===== src/rtl/fpu_pkg.sv =====
// Shared FPU definitions: fflag bit indices, writeback entry layout and FP opcode encodings.
package fpu_pkg;

   localparam int FFLAG_NV = 4;
   localparam int FFLAG_DZ = 3;
   localparam int FFLAG_OF = 2;
   localparam int FFLAG_UF = 1;
   localparam int FFLAG_NX = 0;

   localparam int WB_ENTRY_W     = 43;
   localparam int ENT_FFLAGS_LSB = 0;
   localparam int ENT_RESULT_LSB = 5;
   localparam int ENT_TO_INT_BIT = 37;
   localparam int ENT_RD_LSB     = 38;

   // Field order matches the offsets above: rd is the MSB field, fflags the LSB field.
   typedef struct packed {
      logic [4:0]  rd;
      logic        to_int;
      logic [31:0] result;
      logic [4:0]  fflags;
   } wb_entry_t;

   typedef enum logic [4:0] {
      FOP_FADD     = 5'd0,
      FOP_FSUB     = 5'd1,
      FOP_FMUL     = 5'd2,
      FOP_FDIV     = 5'd3,
      FOP_FSQRT    = 5'd4,
      FOP_FSGNJ    = 5'd5,
      FOP_FMINMAX  = 5'd6,
      FOP_FEQ      = 5'd7,
      FOP_FLT      = 5'd8,
      FOP_FLE      = 5'd9,
      FOP_FCLASS   = 5'd10,
      FOP_FCVT_W_S = 5'd11,
      FOP_FCVT_S_W = 5'd12,
      FOP_FMV_X_W  = 5'd13,
      FOP_FMV_W_X  = 5'd14,
      FOP_FMADD    = 5'd15
   } fp_op_e;

   function automatic logic fp_op_to_int(input fp_op_e op);
      return op inside {FOP_FEQ, FOP_FLT, FOP_FLE, FOP_FCLASS, FOP_FCVT_W_S, FOP_FMV_X_W};
   endfunction

endpackage


===== src/rtl/fp_wb_fifo.sv =====
// Generic synchronous FIFO: registered occupancy, head data visible combinationally.
// Push while full and pop while empty are ignored.
module fp_wb_fifo #(
   parameter int WIDTH = 43,
   parameter int DEPTH = 4
) (
   input  logic                   clk_i,
   input  logic                   rst_i,
   input  logic                   push_i,
   input  logic [WIDTH-1:0]       push_dat_i,
   input  logic                   pop_i,
   output logic [WIDTH-1:0]       head_dat_o,
   output logic                   full_o,
   output logic                   empty_o,
   output logic [$clog2(DEPTH):0] count_o
);

   localparam int PTR_W = $clog2(DEPTH);
   localparam logic [PTR_W-1:0] PTR_ONE = PTR_W'(1);
   localparam logic [PTR_W:0]   CNT_ONE = (PTR_W + 1)'(1);
   localparam logic [PTR_W:0]   CNT_MAX = (PTR_W + 1)'(DEPTH);

   logic [WIDTH-1:0] mem_q [DEPTH];
   logic [WIDTH-1:0] mem_d [DEPTH];
   logic [PTR_W-1:0] wr_ptr_q, wr_ptr_d;
   logic [PTR_W-1:0] rd_ptr_q, rd_ptr_d;
   logic [PTR_W:0]   count_q, count_d;
   logic             do_push, do_pop;

   assign full_o     = (count_q == CNT_MAX);
   assign empty_o    = (count_q == '0);
   assign count_o    = count_q;
   assign head_dat_o = mem_q[rd_ptr_q];

   always_comb begin
      do_push  = push_i && !full_o;
      do_pop   = pop_i && !empty_o;
      mem_d    = mem_q;
      wr_ptr_d = wr_ptr_q;
      rd_ptr_d = rd_ptr_q;
      count_d  = count_q;
      if (do_push) begin
         mem_d[wr_ptr_q] = push_dat_i;
         wr_ptr_d        = wr_ptr_q + PTR_ONE;
      end
      if (do_pop) begin
         rd_ptr_d = rd_ptr_q + PTR_ONE;
      end
      if (do_push && !do_pop) begin
         count_d = count_q + CNT_ONE;
      end else if (!do_push && do_pop) begin
         count_d = count_q - CNT_ONE;
      end
   end

   always_ff @(posedge clk_i or posedge rst_i) begin
      if (rst_i) begin
         for (int i = 0; i < DEPTH; i++) begin
            mem_q[i] <= '0;
         end
         wr_ptr_q <= '0;
         rd_ptr_q <= '0;
         count_q  <= '0;
      end else begin
         mem_q    <= mem_d;
         wr_ptr_q <= wr_ptr_d;
         rd_ptr_q <= rd_ptr_d;
         count_q  <= count_d;
      end
   end

endmodule


===== src/rtl/fp_writeback_stage.sv =====
// FP writeback: in-order FIFO retiring to the FP regfile or the shared int WB port, sticky fflags.
// 1-cycle latency (0 with FP_WB_BYPASS_EN); ready_o = !full, integer heads stall on int_wb_ready_i.
module fp_writeback_stage #(
   parameter int DEPTH = 4
) (
   input  logic                   clk_i,
   input  logic                   rst_i,
   input  logic                   valid_i,
   output logic                   ready_o,
   input  logic [4:0]             rd_i,
   input  logic                   to_int_i,
   input  logic [31:0]            result_i,
   input  logic [4:0]             fflags_i,
   output logic                   frf_we_o,
   output logic [4:0]             frf_waddr_o,
   output logic [31:0]            frf_wdata_o,
   output logic                   int_wb_valid_o,
   input  logic                   int_wb_ready_i,
   output logic [4:0]             int_wb_addr_o,
   output logic [31:0]            int_wb_data_o,
   input  logic                   fflags_clr_i,
   output logic [4:0]             fflags_o,
   output logic [$clog2(DEPTH):0] count_o
);

   import fpu_pkg::*;

   wb_entry_t             in_ent;
   wb_entry_t             head_ent;
   wb_entry_t             src_ent;
   logic [WB_ENTRY_W-1:0] head_dat;
   logic                  fifo_full, fifo_empty, fifo_push, fifo_pop;
   logic                  src_vld, src_fire, int_need, bypass;
   logic                  frf_sel, int_sel;
   logic [4:0]            fflags_q, fflags_d;

   assign in_ent   = '{rd: rd_i, to_int: to_int_i, result: result_i, fflags: fflags_i};
   assign head_ent = wb_entry_t'(head_dat);
   assign ready_o  = !fifo_full;
   assign fflags_o = fflags_q;

   always_comb begin
`ifdef FP_WB_BYPASS_EN
      // With an empty FIFO the incoming result is the retire candidate.
      src_vld = !fifo_empty || valid_i;
      src_ent = fifo_empty ? in_ent : head_ent;
`else
      src_vld = !fifo_empty;
      src_ent = head_ent;
`endif
      int_need  = src_ent.to_int && (src_ent.rd != 5'd0);
      src_fire  = src_vld && (!int_need || int_wb_ready_i);
      bypass    = src_fire && fifo_empty;
      fifo_pop  = src_fire && !fifo_empty;
      fifo_push = valid_i && ready_o && !bypass;

      frf_sel        = src_vld && !src_ent.to_int;
      int_sel        = src_vld && int_need;
      frf_we_o       = frf_sel;
      int_wb_valid_o = int_sel;
      frf_waddr_o    = '0;
      frf_wdata_o    = '0;
      int_wb_addr_o  = '0;
      int_wb_data_o  = '0;
      if (frf_sel) begin
         frf_waddr_o = src_ent.rd;
         frf_wdata_o = src_ent.result;
      end
      if (int_sel) begin
         int_wb_addr_o = src_ent.rd;
         int_wb_data_o = src_ent.result;
      end

      // Clear lands first so the retiring op's flags survive a coincident CSR write.
      fflags_d = fflags_clr_i ? 5'd0 : fflags_q;
      if (src_fire) begin
         fflags_d = fflags_d | src_ent.fflags;
      end
   end

   always_ff @(posedge clk_i or posedge rst_i) begin
      if (rst_i) begin
         fflags_q <= '0;
      end else begin
         fflags_q <= fflags_d;
      end
   end

   fp_wb_fifo #(
      .WIDTH (WB_ENTRY_W),
      .DEPTH (DEPTH)
   ) u_fifo (
      .clk_i      (clk_i),
      .rst_i      (rst_i),
      .push_i     (fifo_push),
      .push_dat_i (in_ent),
      .pop_i      (fifo_pop),
      .head_dat_o (head_dat),
      .full_o     (fifo_full),
      .empty_o    (fifo_empty),
      .count_o    (count_o)
   );

endmodule


===== config.mk =====
export PLATFORM = sky130hd
export DESIGN_NAME = fp_writeback_stage
export DESIGN_NICKNAME = d
export VERILOG_FILES = /design/src/rtl/fpu_pkg.sv /design/src/rtl/fp_wb_fifo.sv /design/src/rtl/fp_writeback_stage.sv
export SDC_FILE = /design/constraint.sdc
export NUM_CORES = 1
export LEC_CHECK = 0
export ABC_AREA = 1
export CAP_MARGIN = 15
export CELL_PAD_IN_SITES_DETAIL_PLACEMENT = 1
export CELL_PAD_IN_SITES_GLOBAL_PLACEMENT = 1
export CORE_MARGIN = 4
export CORE_UTILIZATION = 35
export DETAILED_ROUTE_END_ITERATION = 7
export HOLD_SLACK_MARGIN = 0.02
export PLACE_DENSITY = 0.68
export SYNTH_ARGS = -nofsm -noshare
export SYNTH_HDL_FRONTEND = slang
export SYNTH_SLANG_ARGS = --single-unit

===== constraint.sdc =====
create_clock -name clk_i -period 14.35 [get_ports clk_i]
set_input_delay 2.87 -clock clk_i [delete_from_list [all_inputs] [get_ports clk_i]]
set_output_delay 2.87 -clock clk_i [all_outputs]
set_load 0.05 [all_outputs]

---- Word-level counts from Yosys, hierarchy flattened ----
Cells that the tools add are included.
storage, ports and cells
  register bits after elaboration ......... 184
  input bits .............................. 48
  output and inout port bits .............. 85
  word-level logic and storage cells ...... 57
operators by class
  $add $sub $neg .......................... 4
  $lt $le $gt $ge ......................... 3
  equality and inequality tests ........... 1
  multiplexer cells ....................... 14
  bitwise operators ....................... 3
  reductions and logical operators ........ 24
operators with widths
  kind                   number
  $bwmux W172            1
  $mux W43               3
  $bmux W43 S2           1
  $demux W43 S2          1
  $mux W32               2
  $mux W5                4
  $logic_and A1 B1 Y1    13
  $logic_not A1 Y1       7
  $ge A3 B3 Y1 const B   2
  $mux W3                2
  $not A2 Y3             2
  $or A5 B5 Y5           1
  $reduce_bool A5 Y1     1
  $add A2 B1 Y2 const B  2
  $add A3 B1 Y3 const B  1
  $eq A3 B3 Y1 const B   1
  $logic_not A3 Y1       1
  $lt A3 B1 Y1 const B   1
  $sub A3 B1 Y3 const B  1
  $reduce_bool A2 Y1     1
  $logic_or A1 B1 Y1     1

---- Longest topological paths before layout ----
Gate-level depths: netlist (run 1).
  depth in word-level cells ............... 17
  depth in mapped cells ................... 16
  mapped depth without buffers ............ 14

---- By module ----
A second synthesis (run 1) with hierarchy kept.
unflattened totals
  cells, all modules ...................... 1265
  area, all modules ....................... 9761.9 um2
modules (own cells, without submodules)
  module              times used  cells each  area an instance (um2)  seq. area each (um2)
  fp_wb_fifo          1           1108        8978.6                  4479.3
  fp_writeback_stage  1           157         783.3                   125.1

---- Worst setup path before layout (run 1) ----
No wires, ideal clock.
  path kind ............................... reg-to-output
  from .................................... register u_fifo.count_q[0], in the netlist u_fifo.count_o[0]
  to ...................................... output port frf_wdata_o[10]
  arrival time ............................ 2255 ps
  data required time ...................... 11480 ps
  setup slack ............................. 9225 ps
  stages on the path, launching flop included .. 8
  buffers on the path ..................... 1
  cell sequence ........................... dfrtp_1 > inv_1 > nand2_1 > nor2_1 > nor2_4 > inv_4 > buf_2 > nor2_1
on the way
  cells in the longest elaborated chain, start to end .. 4
RTL lines
  item                    RTL line                  source
  from (decl)             fp_wb_fifo.sv:27          logic [PTR_W:0] count_q, count_d;
  from (signal assigned)  fp_wb_fifo.sv:68          count_q <= count_d;
  $logic_not A3 Y1        fp_wb_fifo.sv:31          assign empty_o = (count_q == '0);
  $logic_not A1 Y1        fp_writeback_stage.sv:48  src_vld = !fifo_empty;
  $logic_and A1 B1 Y1     fp_writeback_stage.sv:57  frf_sel = src_vld && !src_ent.to_int;
  via frf_we_o            fp_writeback_stage.sv:14  output logic frf_we_o,
  $mux W32                fp_writeback_stage.sv:65  if (frf_sel) begin
  to (decl)               fp_writeback_stage.sv:16  output logic [31:0] frf_wdata_o,
The timed path passes the listed nets, and every way through them passes these cells.

---- Worst setup path after layout (run 1) ----
  from .................................... register u_fifo.rd_ptr_q[0]
  to ...................................... output port int_wb_addr_o[4]
on the way
  cells in the longest elaborated chain, start to end .. 8
RTL lines
  item                                           RTL line                  source
  from (decl)                                    fp_wb_fifo.sv:26          logic [PTR_W-1:0] rd_ptr_q, rd_ptr_d;
  from (signal assigned)                         fp_wb_fifo.sv:67          rd_ptr_q <= rd_ptr_d;
  $not A2 Y3 (implied by the code) *             fp_wb_fifo.sv:33          assign head_dat_o = mem_q[rd_ptr_q];
  $bmux W43 S2 *                                 fp_wb_fifo.sv:33
  $mux W43 (implied by the code) * (2 in a row)  fp_wb_fifo.sv:33
  $reduce_bool A5 Y1                             fp_writeback_stage.sv:51  int_need = src_ent.to_int && (src_ent.rd != 5'd0);
  $logic_and A1 B1 Y1                            fp_writeback_stage.sv:51
  $logic_and A1 B1 Y1                            fp_writeback_stage.sv:58  int_sel = src_vld && int_need;
  $mux W5 *                                      fp_writeback_stage.sv:69  if (int_sel) begin
  to (decl)                                      fp_writeback_stage.sv:19  output logic [4:0] int_wb_addr_o,
Every way passes the cells marked *; elsewhere a longest branch is shown, timed or not. The select of a mux whose other input is x is not followed.

==> results of run 1 <==
[layout by cell type (no fill, tap or decap), types with 5 or more instances in the layout]
master,synthesis,layout
nand2_1,319,315
o21ai_0,185,185
dfrtp_1,184,183
clkdlybuf4s50_1,0,132
nor2_1,71,71
inv_1,55,53
a21oi_1,33,33
a32o_1,32,32
nand3_1,19,19
clkbuf_16,0,17
nor2_2,15,15
buf_4,3,8
nand2_2,3,7
o22ai_1,5,5
inv_6,0,5
ha_1,5,5
[sequential cells by signal, summed over array words and instances, names as in the netlist]
signal,count
fflags_o,5
u_fifo.count_o,3
u_fifo.mem_q,172
u_fifo.rd_ptr_q,2
u_fifo.wr_ptr_q,2
[stage by stage]
stage                      util  setup slack [ps]  hold slack, ps
after CTS                 0.445              7250             489
after global placement    0.419              7800             461
after floorplan               -              6480             448
after detailed placement  0.419              7720             468
after global routing      0.445              6970             506
final                     0.445              7330             484
[worst paths after layout]
path | to | slack, ps | from | depth (start not counted)
min | fflags_o[1] | 480 | fflags_o[1] | 2
max in group asynchronous | u_fifo.mem_q[16] | 9390 | rst_i | 4
max | int_wb_addr_o[4] | 7330 | u_fifo.rd_ptr_q[0] | 12
max reg2reg | u_fifo.count_o[2] | 10960 | u_fifo.rd_ptr_q[0] | 14
min in group asynchronous | u_fifo.mem_q[77] | 2830 | rst_i | 2
min reg2reg | fflags_o[1] | 480 | fflags_o[1] | 2
[critical path, cell delays in order (launching register included)]
cell,delay [ps]
dfrtp_4,690
inv_4,750
nand2_1,130
nand3_1,120
nand2_1,120
inv_1,90
nor2_2,40
nand2_2,80
nand3_4,460
inv_1,210
nand3_1,100
inv_1,60
clkdlybuf4s50_1,790
[per-layer routing]
metal	up-vias	part of all wire
li1	3460	-
met1	3513	0.47
met2	94	0.49
met3	17	0.027
met4	0	0.011
met5	-	0
[logic make-up after synthesis]
group	share of synthesized area
AOI/OAI and AO/OA	0.175
xor gates and xnor gates	0.00310
adders and majority gates	0.00973
and+or+nand+nor	0.202
DFF	0.543
buffers and inverters	0.0684
[cell type report]
cell class / instances / area [sq um]
clock buffer: 18 / 439
clock inverter: 14 / 164
fill: 2846 / 13100
inverter: 59 / 231
multi-input combinational: 697 / 3310
sequential: 184 / 4610
tap: 319 / 399
timing repair buffer: 140 / 1380
==> impl_metrics.env, run 1 <==
export IMPL_synthCells=1010
export IMPL_min_path_type="flip-flop to flip-flop"
export IMPL_coreArea_sq_mm=0.0237
export IMPL_place_inst=1399
export IMPL_fp_dieH_um=164
export IMPL_drc=0
export IMPL_synth_async_reset_ratio=1.00
export IMPL_fin_crit_ps=7020
export IMPL_antenna_found_initial=0
export IMPL_synth_edff_count=0
export IMPL_fmax_mhz=142
export IMPL_drt_iter0_markers=397
export IMPL_portBuffers=132
export IMPL_grt_start_max_net_pins=89
export IMPL_hold_viol=0
export IMPL_postCtsSetupRepairBufs=0
export IMPL_synth_area_leader_cell="dfrtp_1"
export IMPL_grt_use_met2=0.309
export IMPL_cts_resized=0
export IMPL_worstMarginPinSlew_ps=945
export IMPL_grt_usage=0.181
export IMPL_setup_viol_count_final=0
export IMPL_grt_busiest_layer="met2"
export IMPL_hpwl_um=14100
export IMPL_num_io_pins=133
export IMPL_clk_latency_ps=440
export IMPL_start_kind="flip-flop"
export IMPL_avgSynthCellArea_sq_um=8.40
export IMPL_tns_ps=0
export IMPL_grt_pass1_vias=7449
export IMPL_worstSetupEndpointType="output pin"
export IMPL_syn_nets=1064
export IMPL_cts_buffers=17
export IMPL_cts_sinks=184
export IMPL_maxCapViolCount=0
export IMPL_rows=56
export IMPL_synthTopCellsByArea="dfrtp_1 (54%), nand2_1 (14%), o21ai_0 (11%), a32o_1 (3.8%), nor2_1 (3.1%)"
export IMPL_die_w_um=164
export IMPL_yosysTopAreaCellShare=0.543
export IMPL_final_area_sq_mm=0.0105
export IMPL_crit_arrival_ps=4150
export IMPL_ctsHtreeMaxLevel=4
export IMPL_fin_crit_sh=0.489
export IMPL_crit_required_ps=11480
export IMPL_hold_buffers=0
export IMPL_worstSetupPathType="flip-flop to output pin"
export IMPL_ys_ff_latch=184
export IMPL_ys_warn_count=0
export IMPL_yosys_cell_count_top_type="nand2_1"
export IMPL_slew_headroom=0.370
export IMPL_finalMaxSlewViolations=0
export IMPL_layout_drive_gt1_share=0.0674
export IMPL_postPlaceCellArea_sq_mm=0.00993
export IMPL_rsz0062_at_grt="false"
export IMPL_clockBufferDepth=2
export IMPL_dr_pass1_iters=5
export IMPL_cts_tree="done"
export IMPL_antenna_left=0
export IMPL_synth_common_cells="nand2_1 (319), o21ai_0 (185), dfrtp_1 (184)"
export IMPL_syn_area_sq_mm=0.00849
export IMPL_synthDistinctLibCells=27
export IMPL_crit_fanout=88
export IMPL_vias=7084
export IMPL_area_delta_synth_final_pct=24.1
export IMPL_synth_top_flop_cell="dfrtp_1"
export IMPL_wl_um=23300
export IMPL_use_met1=0.240
export IMPL_detail_route_wl_per_cell_um=16.3
export IMPL_synth_seq_area_share=0.543
export IMPL_viasPerCell=4.95
export IMPL_finClkSkew_ps=10.8
export IMPL_nets=1153
export IMPL_num_antenna_cells=0
export IMPL_gr_total_overflow=0
export IMPL_grt_pass1_wl_um=38900
export IMPL_gp_congestion=0.741
export IMPL_use_met3=0.0299
export IMPL_status="finished clean"
export IMPL_start_util=0.358
export IMPL_clk_pin_slew_worst_paths_ps=70
export IMPL_layoutNonFillerInstCount=1431
export IMPL_dieArea_sq_mm=0.0268
export IMPL_cts_root_buf="clkbuf_16"
Power of run 1 is left out: the tool's default activity adds up to more than one toggle a clock period on the data nets, which glitch-free logic cannot reach.
==> run 2: changes to the inputs <==
--- a/config.mk
+++ b/config.mk
@@ -13,7 +13,7 @@
 export CORE_UTILIZATION = 35
 export DETAILED_ROUTE_END_ITERATION = 7
 export HOLD_SLACK_MARGIN = 0.02
-export PLACE_DENSITY = 0.68
+export PLACE_DENSITY = 0.71
 export SYNTH_ARGS = -nofsm -noshare
 export SYNTH_HDL_FRONTEND = slang
 export SYNTH_SLANG_ARGS = --single-unit
==> constraint.sdc (replaced) <==
create_clock -name clk_i -period 6 [get_ports clk_i]
set_input_delay 1.2 -clock clk_i [delete_from_list [all_inputs] [get_ports clk_i]]
set_output_delay 1.2 -clock clk_i [all_outputs]
set_load 0.05 [all_outputs]
==> impl_metrics.env, run 2 (same netlist as run 1, synthesis figures left out) <==
export IMPL_dieArea_sq_mm=0.0268
export IMPL_detail_route_wl_per_cell_um=16.7
export IMPL_finalMaxSlewViolations=0
export IMPL_grt_usage=0.180
export IMPL_num_antenna_cells=0
export IMPL_gp_congestion=0.759
export IMPL_wl_um=23900
export IMPL_grt_pass1_wl_um=38900
export IMPL_grt_start_max_net_pins=185
export IMPL_dr_pass1_iters=4
export IMPL_grt_pass1_vias=7451
export IMPL_fmax_mhz=206
export IMPL_ctsHtreeMaxLevel=4
export IMPL_cts_tree="done"
export IMPL_min_path_type="flip-flop to flip-flop"
export IMPL_crit_arrival_ps=3660
export IMPL_largest_register="u_fifo.mem_q"
export IMPL_hold_buffers=0
export IMPL_fin_crit_sh=0.811
export IMPL_drc=0
export IMPL_gr_total_overflow=0
export IMPL_setup_viol_count_final=0
export IMPL_hold_viol=0
export IMPL_worstSetupEndpointType="output pin"
export IMPL_clockBufferDepth=2
export IMPL_portBuffers=132
export IMPL_area_delta_synth_final_pct=23.8
export IMPL_vias=7117
export IMPL_cts_root_buf="clkbuf_16"
export IMPL_fp_dieH_um=164
export IMPL_rsz0062_at_grt="false"
export IMPL_largest_reg_flops=172
export IMPL_coreArea_sq_mm=0.0237
export IMPL_layout_common_cells="nand2_1 (315), o21ai_0 (185), dfrtp_1 (183)"
export IMPL_tns_ps=0
export IMPL_layout_commonest_cell="nand2_1"
export IMPL_die_w_um=164
export IMPL_antenna_left=0
export IMPL_finClkSkew_ps=13.5
export IMPL_rows=56
export IMPL_cts_buffers=17
export IMPL_start_util=0.358
export IMPL_worstMarginPinSlew_ps=1030
export IMPL_clk_latency_ps=430
export IMPL_status="finished clean"
export IMPL_cts_sinks=184
export IMPL_nets=1153
export IMPL_maxCapViolCount=0
export IMPL_worstSetupPathType="flip-flop to output pin"
export IMPL_clk_pin_slew_worst_paths_ps=80
export IMPL_num_io_pins=133
export IMPL_antenna_found_initial=0
export IMPL_viasPerCell=4.97
export IMPL_start_kind="flip-flop"
export IMPL_hpwl_um=14600
export IMPL_drt_iter0_markers=432
export IMPL_crit_fanout=41
export IMPL_fin_crit_ps=4860
export IMPL_cts_resized=0
export IMPL_crit_required_ps=4800
export IMPL_postCtsSetupRepairBufs=0
export IMPL_slew_headroom=0.312
export IMPL_layout_drive_gt1_share=0.0656
[run 2: layout make-up]
type | count | area [sq um]
inverter | 59 | 230
multi-input combinational | 697 | 3310
fill | 2862 | 13200
sequential | 184 | 4610
tap | 319 | 399
clock buffer | 19 | 433
timing repair buffer | 140 | 1390
clock inverter | 13 | 133
[run 2: metal layers]
layer	vias to the layer above	share of wire	GRT usage
li1	3465	-	-
met4	0	0.0089	0.0431
met2	112	0.48	0.304
met5	-	0	0
met3	13	0.034	0.0319
met1	3527	0.48	0.242
[run 2: worst paths after layout]
kind	startpoint	slack (ps)	endpoint	depth (start not counted)
max	u_fifo.rd_ptr_q[0]	1140	int_wb_addr_o[4]	12
min	fflags_o[0]	480	fflags_o[0]	2
max reg2reg	u_fifo.rd_ptr_q[0]	2760	u_fifo.count_o[2]	14
min reg2reg	fflags_o[0]	480	fflags_o[0]	2
max in group asynchronous	rst_i	3830	u_fifo.mem_q[151]	3
min in group asynchronous	rst_i	1420	u_fifo.mem_q[76]	3
[run 2: critical path, stage by stage (launching register included)]
cell and delay, ps:
dfrtp_2 710, inv_4 380, nand2_1 90, nand3_1 100
nand2_1 80, nand2_1 80, nor2_2 40, nand2_2 90
nand3_4 460, inv_1 230, nand3_1 90, inv_1 60
clkdlybuf4s50_1 790
[run 2: through the flow]
step | cells | utilization | area (sq um) | hold slack, ps | worst slack [ps]
detailed placement | 1399 | 0.420 | 9940 | 467 | 1540
global placement | 1399 | 0.420 | 9940 | 462 | 1650
CTS | 1431 | 0.444 | 10500 | 487 | 1070
global route | 1431 | 0.444 | 10500 | 505 | 820
finish | 1431 | 0.444 | 10500 | 481 | 1140
floorplan | 1010 | - | 8490 | 448 | 2440
Power of run 2 is left out for the same reason.
